File: src/rtl/vital_sample_averager.sv
// Windowed averager for 8-bit vital-sign samples: sums N samples, emits a
// rounded average with high/low alarms over a ready/valid result port.
module vital_sample_averager #(
  parameter int                DATA_W    = 8,
  parameter int                LOG2_N    = 3,
  parameter logic [DATA_W-1:0] HI_THRESH = 8'd120,
  parameter logic [DATA_W-1:0] LO_THRESH = 8'd50
) (
  input  logic              clk,
  input  logic              rst_n,
  input  logic              clear,
  input  logic              in_valid,
  input  logic [DATA_W-1:0] in_data,
  output logic              in_ready,
  output logic              avg_valid,
  input  logic              avg_ready,
  output logic [DATA_W-1:0] avg_data,
  output logic              alarm_hi,
  output logic              alarm_lo,
  output logic [LOG2_N-1:0] sample_cnt
);

  localparam int ACC_W = DATA_W + LOG2_N + 1;
  // Half of the window length; written as a shift pair so LOG2_N = 0 gives 0.
  localparam logic [ACC_W-1:0] ROUND_C = ACC_W'((1 << LOG2_N) >> 1);
  localparam logic [ACC_W-1:0] MAX_AVG = ACC_W'((1 << DATA_W) - 1);

  typedef enum logic {
    ACCUM,
    RESULT
  } state_t;

  state_t            state_q, state_d;
  logic [ACC_W-1:0]  acc_q, acc_d;
  logic [LOG2_N-1:0] cnt_q, cnt_d;
  logic              valid_q, valid_d;
  logic [DATA_W-1:0] avg_q, avg_d;
  logic              hi_q, hi_d;
  logic              lo_q, lo_d;

  logic              accept;
  logic              transfer;
  logic              last_sample;
  logic [ACC_W-1:0]  sample_ext;
  logic [ACC_W-1:0]  sum_rounded;
  logic [ACC_W-1:0]  sum_shifted;
  logic [DATA_W-1:0] avg_next;

  assign in_ready    = (state_q == ACCUM);
  assign accept      = in_valid && in_ready;
  assign transfer    = valid_q && avg_ready;
  assign last_sample = &cnt_q;

  // Sample only enters the sum through accept, so X on an idle bus never lands in acc.
  assign sample_ext  = {{(ACC_W-DATA_W){1'b0}}, in_data};
  assign sum_rounded = acc_q + sample_ext + ROUND_C;
  assign sum_shifted = sum_rounded >> LOG2_N;
  assign avg_next    = (sum_shifted > MAX_AVG) ? {DATA_W{1'b1}}
                                               : sum_shifted[DATA_W-1:0];

  always_comb begin
    // NOTE: every next-state signal gets its hold value first so no path
    // through the case/if tree leaves it unassigned and infers a latch.
    state_d = state_q;
    acc_d   = acc_q;
    cnt_d   = cnt_q;
    valid_d = valid_q;
    avg_d   = avg_q;
    hi_d    = hi_q;
    lo_d    = lo_q;

    unique case (state_q)
      ACCUM: begin
        if (accept) begin
          if (last_sample) begin
            avg_d   = avg_next;
            hi_d    = (avg_next > HI_THRESH);
            lo_d    = (avg_next < LO_THRESH);
            valid_d = 1'b1;
            acc_d   = '0;
            cnt_d   = '0;
            state_d = RESULT;
          end else begin
            acc_d = acc_q + sample_ext;
            cnt_d = cnt_q + LOG2_N'(1);
          end
        end
      end
      RESULT: begin
        if (transfer) begin
          valid_d = 1'b0;
          state_d = ACCUM;
        end
      end
      default: state_d = ACCUM;
    endcase

    // Window abort overrides any handshake; the last average stays visible.
    if (clear) begin
      state_d = ACCUM;
      acc_d   = '0;
      cnt_d   = '0;
      valid_d = 1'b0;
      hi_d    = 1'b0;
      lo_d    = 1'b0;
    end
  end

  always_ff @(posedge clk) begin
    // NOTE: sequential state uses non-blocking assignments so every register
    // samples pre-edge values regardless of statement order.
    if (!rst_n) begin
      state_q <= ACCUM;
      acc_q   <= '0;
      cnt_q   <= '0;
      valid_q <= 1'b0;
      avg_q   <= '0;
      hi_q    <= 1'b0;
      lo_q    <= 1'b0;
    end else begin
      state_q <= state_d;
      acc_q   <= acc_d;
      cnt_q   <= cnt_d;
      valid_q <= valid_d;
      avg_q   <= avg_d;
      hi_q    <= hi_d;
      lo_q    <= lo_d;
    end
  end

  assign avg_valid  = valid_q;
  assign avg_data   = avg_q;
  assign alarm_hi   = hi_q;
  assign alarm_lo   = lo_q;
  assign sample_cnt = cnt_q;

endmodule
File: config.mk
export PLATFORM = sky130hd
export DESIGN_NAME = vital_sample_averager
export DESIGN_NICKNAME = d
export VERILOG_FILES = /design/src/rtl/vital_sample_averager.sv
export SDC_FILE = /design/constraint.sdc
export NUM_CORES = 1
export LEC_CHECK = 0
export ABC_AREA = 1
export CAP_MARGIN = 20
export CORE_MARGIN = 5
export CORE_UTILIZATION = 26
export DETAILED_ROUTE_END_ITERATION = 6
export HOLD_SLACK_MARGIN = 0.02
export PLACE_DENSITY_LB_ADDON = 0.1
export SETUP_SLACK_MARGIN = 0.4
export SLEW_MARGIN = 20
export SYNTH_ARGS = -nofsm -noshare
export SYNTH_HDL_FRONTEND = slang
export SYNTH_SLANG_ARGS = --single-unit
File: constraint.sdc
create_clock -name clk -period 4.8 [get_ports clk]
set_clock_uncertainty 0.15 [all_clocks]
set_input_delay 0.48 -clock clk [delete_from_list [all_inputs] [get_ports clk]]
set_output_delay 0.48 -clock clk [all_outputs]
set_load 0.005 [all_outputs]
## After elaboration in Yosys (flattened, before gate mapping)

Index checks and enable logic that the tools add are counted.

- Bits of input ports: 13
- Bits in registers: 27

- Mux-type cells: 11
- Reductions and logical operators: 7
- Add/subtract/negate cells: 3
- Bitwise gates (word level): 2
- Equality and inequality tests: 3
- Magnitude comparators: 3

Operators with widths:

| operator | count |
|---|---|
| $add 12x3->12 const B | 1 |
| $add 12x8->12 | 1 |
| $mux 12 | 1 |
| $gt 9x8->1 const B | 1 |
| $gt 8x7->1 const B | 1 |
| $lt 8x6->1 const B | 1 |
| $mux 8 | 1 |
| $mux 1 | 6 |
| $ne 2x1->1 const B | 3 |
| $reduce_and 3->1 | 2 |
| $reduce_and 5->1 | 1 |
| $pmux 1 s2 | 2 |
| $add 3x1->3 const B | 1 |
| $mux 3 | 1 |
| $logic_and 1x1->1 | 2 |
| $not 1->1 | 2 |
| $reduce_and 2->1 | 1 |
| $reduce_or 2->1 | 1 |

## Logic depth before layout (Yosys ltp)

- Word-level depth: 5
- Depth in mapped cells: 19
- Mapped depth without buffers: 19

## Worst setup path before layout

OpenSTA, ideal clock, no wires.

- Kind: input -> register
- From: input port in_data[0]
- To: register hi_q (netlist: alarm_hi)
- Library setup time: 122 ps
- Arrival: 2,424 ps
- Setup slack: 2,104 ps
- Data required time: 4,528 ps
- Stages: 14
- Path through: ha_1 > inv_1 > fa_1 > xnor2_1 > ha_1 > nand2_2 > nor2_4 > nand3_2 > nor2_2 > nand2_1 > xor2_1 > nand2_1 > nor2_1 > a21oi_2

- Cells in the longest elaborated chain, start to end: 5

RTL lines:

| item | line | source |
|---|---|---|
| from (decl) | 13 | `input logic [DATA_W-1:0] in_data,` |
| $add 12x8->12 * | 56 | `assign sum_rounded = acc_q + sample_ext + ROUND_C;` |
| $add 12x3->12 * | 56 |  |
| $gt 9x8->1 | 58 | `assign avg_next = (sum_shifted > MAX_AVG) ? {DATA_W{1'b1}}` |
| $mux 8 * | 58 |  |
| $gt 8x7->1 * | 77 | `hi_d = (avg_next > HI_THRESH);` |
| to (signal assigned) | 126 | `hi_q <= hi_d;` |
| to (decl) | 38 | `logic hi_q, hi_d;` |

Mark *: on every way between the ends. The rest lies on a longest branch, timed or not.
A chain may end at the register's enable or synchronous reset.

## Final worst setup path

Same ends and word-level chain as after synthesis.

==> impl_results.md <==
* Status: finished, final reports clean
* Reg power frac at between 40% and 50%
* Tmin final at between 3 and 4 ns
* Drt drc at 0
* Clk network pwr share at 29.3%
* Routability Congestion at ~0.83
* Peak Freq at 311.0 MHz
* Footprint of the multi-input gates at 1236 sq um
* Worst-skew pair later-pin latency at 0.28 ns
* RSZ-0062 raised after global routing: false
* Fillers at 816
* Max_slew headroom at 31.94%
* Most used DFF post-synth: dfxtp_1
* Starting Density at 26.85%
* DP HPWL at 3961 microns
* ANT nets after route at 0
* Register area share after synthesis at 27.46%
* Hold buffer count at cts at 0
* Synthesized area per cell at 6.717 sq um
* Max-cap check violation count at 0
* Hold Crit Class: flip-flop to flip-flop
* Psw at 0.1590 mW
* Post-synth EDFFs at 0
* Vias in the first global route at about 1.7k
* Placed cell count at just over 400
* Final setup fails at 0
* Design area at approximately 2400 sq um
* Fin crit share at 66.99%
* IO Port Bufs at 27
* Sw frac at approximately a third
* Max H-tree Level at 1
* Final Instance Count excl. Fillers at 419
* Largest area contributor in the netlist: dfxtp_1
* CP Launch Type: primary input
* Count leader, synth: nand2_1
* Pin count of the biggest net entering global routing at 19
* Register Area at 540.5 sq um
* Synthesized cell area at 1968 sq um
* # clock sinks at 27
* Total I/O pin count at 28
* Power Dens Cells at 203.3 nW/um^2
* Worst Hold Path Cells at 2
* Hold Path Origin: acc_q[0]
* Crit Path Max Fanout at 4
* Yosys reg bits at 27
* Placed inst area at between 2000 and 2500 sq um
* Die width at 97.01 microns
* Wirelength per Cell at 12.18 microns
* Initial antenna violation count at 0
* Final Util at approximately 33%
* Gr usage total at roughly 11%
* First-pass GRT wire length at 8666 microns
* Layout cells sized above 1 at 10.94%
* Final hold slack at ~0.33 ns
* Total CTS buffers at 3
* DIE AREA at 9410 sq um
* Via count at 1,841
* Clock tree from TritonCTS: done
* Initial DRT Pass Iterations at 4
* Yosys top cell area share at between 20% and 30%
* Core Box Area at 7331 sq um
* Site Rows at 31
* Post-synth net total at 318
* Synth top cells by count: nand2_1 (85), inv_1 (43), dfxtp_1 (27)
* Slew Viols, Final at 0
* Leakage at 1.090 nW
* Reg2Reg Setup Slack at 1.89 ns
* Final nets at 346
* Cts repair resizes at 0
* Hold Fails Final Rpt at 0
* Die Y at 97.01 microns
* Synth-to-Final Area Change at 21.55%
* Total gr overflow at 0
* Post-synth cell types at 37
* Synth area leaders: dfxtp_1 (27%), nand2_1 (16%), inv_1 (8.2%)
* Max VDD drop at ~0.00009 V
* 1st-iter DRT viols at 85
* Internal power at 0.3274 mW
* Setup Fix Bufs, Post-CTS at 0
* Reg-to-Reg End: alarm_hi
* Root buffer cell: clkbuf_8
* R2R cell count at 14
* ANT cells at 0
* Slew at the pin with the worst max-slew slack at 1.017 ns
* Combinational share of power at 23.3%
* CP Capture Type: flip-flop
* TNS Setup at 0 ns
* Worst Path Required at 4.83 ns
* Maximum root-to-sink buffer count at 2
* Worst EP arrival at 3.25 ns
* Yosys warns at 0
* Routed wire length at 5104 microns
* R2R Path Start: acc_q[0]
* Crit path kind: primary input to flip-flop
* Reg clk slew, reported paths at 0.11 ns
* DR vias/cell at approximately 4.4
* Hold path endpoint: acc_q[0]
* Async set-reset flop share out of synthesis at 0%
* Cells after Synth at 293
==> cells by family (layout without fill, tap and decap cells) <==
group                      after synthesis  after routing  share of synthesized area [%]
AOI/OAI and AO/OA                       39             39                          11.82
xor gates and xnor gates                 5              5                          2.225
adders and majority gates               12             12                          8.010
buffers and inverters                   50             77                          9.726
DFF                                     27             27                          27.46
and+or+nand+nor                        160            160                          40.75
==> worst max-delay path by stage <==
stage,start,end,slack (ns),cells past startpoint
2_1_floorplan,in_data[0],alarm_hi,2.10,14
3_3_place_gp,in_data[0],alarm_hi,1.22,15
3_5_place_dp,in_data[0],alarm_hi,1.24,15
4_1_cts,in_data[0],alarm_hi,1.53,15
5_1_grt,in_data[0],alarm_hi,1.39,15
6_report,in_data[0],alarm_hi,1.58,15
==> critical path: stages <==
cell             delay (ns)
clkdlybuf4s50_1        0.46
ha_1                   0.23
inv_1                  0.07
fa_1                   0.40
xnor2_1                0.36
ha_1                   0.27
nand2_2                0.08
nor2_4                 0.14
nand3_2                0.09
nor2_2                 0.10
nand2_1                0.09
xor2_1                 0.13
nand2_1                0.07
nor2_1                 0.19
a21oi_2                0.08
==> cell type report <==
class	instances	share of cell area (%)
repair buffers	27	11.30
multi-input cells	216	51.67
clock buffers	3	1.726
well taps	99	5.178
clock inverters	1	0.2092
flip-flops and latches	27	22.59
inverters	46	7.322
==> placed cells by master, fill, tap and decap left out, types with 5 or more instances in the layout <==
cell type         n
a21oi_1          15
a31oi_1           5
clkdlybuf4s50_1  27
dfxtp_1          27
ha_1             11
inv_1            43
nand2_1          85
nand2_2           7
nand2_4           6
nand3_1          25
nand4_1           5
nor2_1           16
o21ai_0           9
==> power groups by stage <==
| stage | registers [mW] | clock network (mW) | logic, mW |
|---|---|---|---|
| global placement | 0.236 | 0 | 0.115 |
| finish | 0.230 | 0.143 | 0.114 |
| CTS | 0.230 | 0.148 | 0.115 |
| global route | 0.231 | 0.156 | 0.129 |
| detailed placement | 0.236 | 0 | 0.114 |
| floorplan | 0.235 | 0 | 0.0799 |
==> registers in the layout, summed over array words and instances, names as in the netlist <==
name,cells
state_q,1
sample_cnt,3
avg_valid,1
alarm_lo,1
alarm_hi,1
acc_q,12
avg_data,8
==> per-stage QoR <==
step	worst slack [ns]	power, mW
floorplan	2.104	0.3149
global placement	1.221	0.3511
detailed placement	1.241	0.3500
CTS	1.531	0.4937
global route	1.393	0.5155
finish	1.584	0.4864
==> layer usage <==
layer	GRT usage [%]	vias up	share of wire [%]
met5	0	-	0
met4	2.916	0	0.92
met3	2.086	4	3.4
met2	18.10	27	45
met1	14.94	816	51
li1	-	994	-
(Power assumes the default switching activity.)
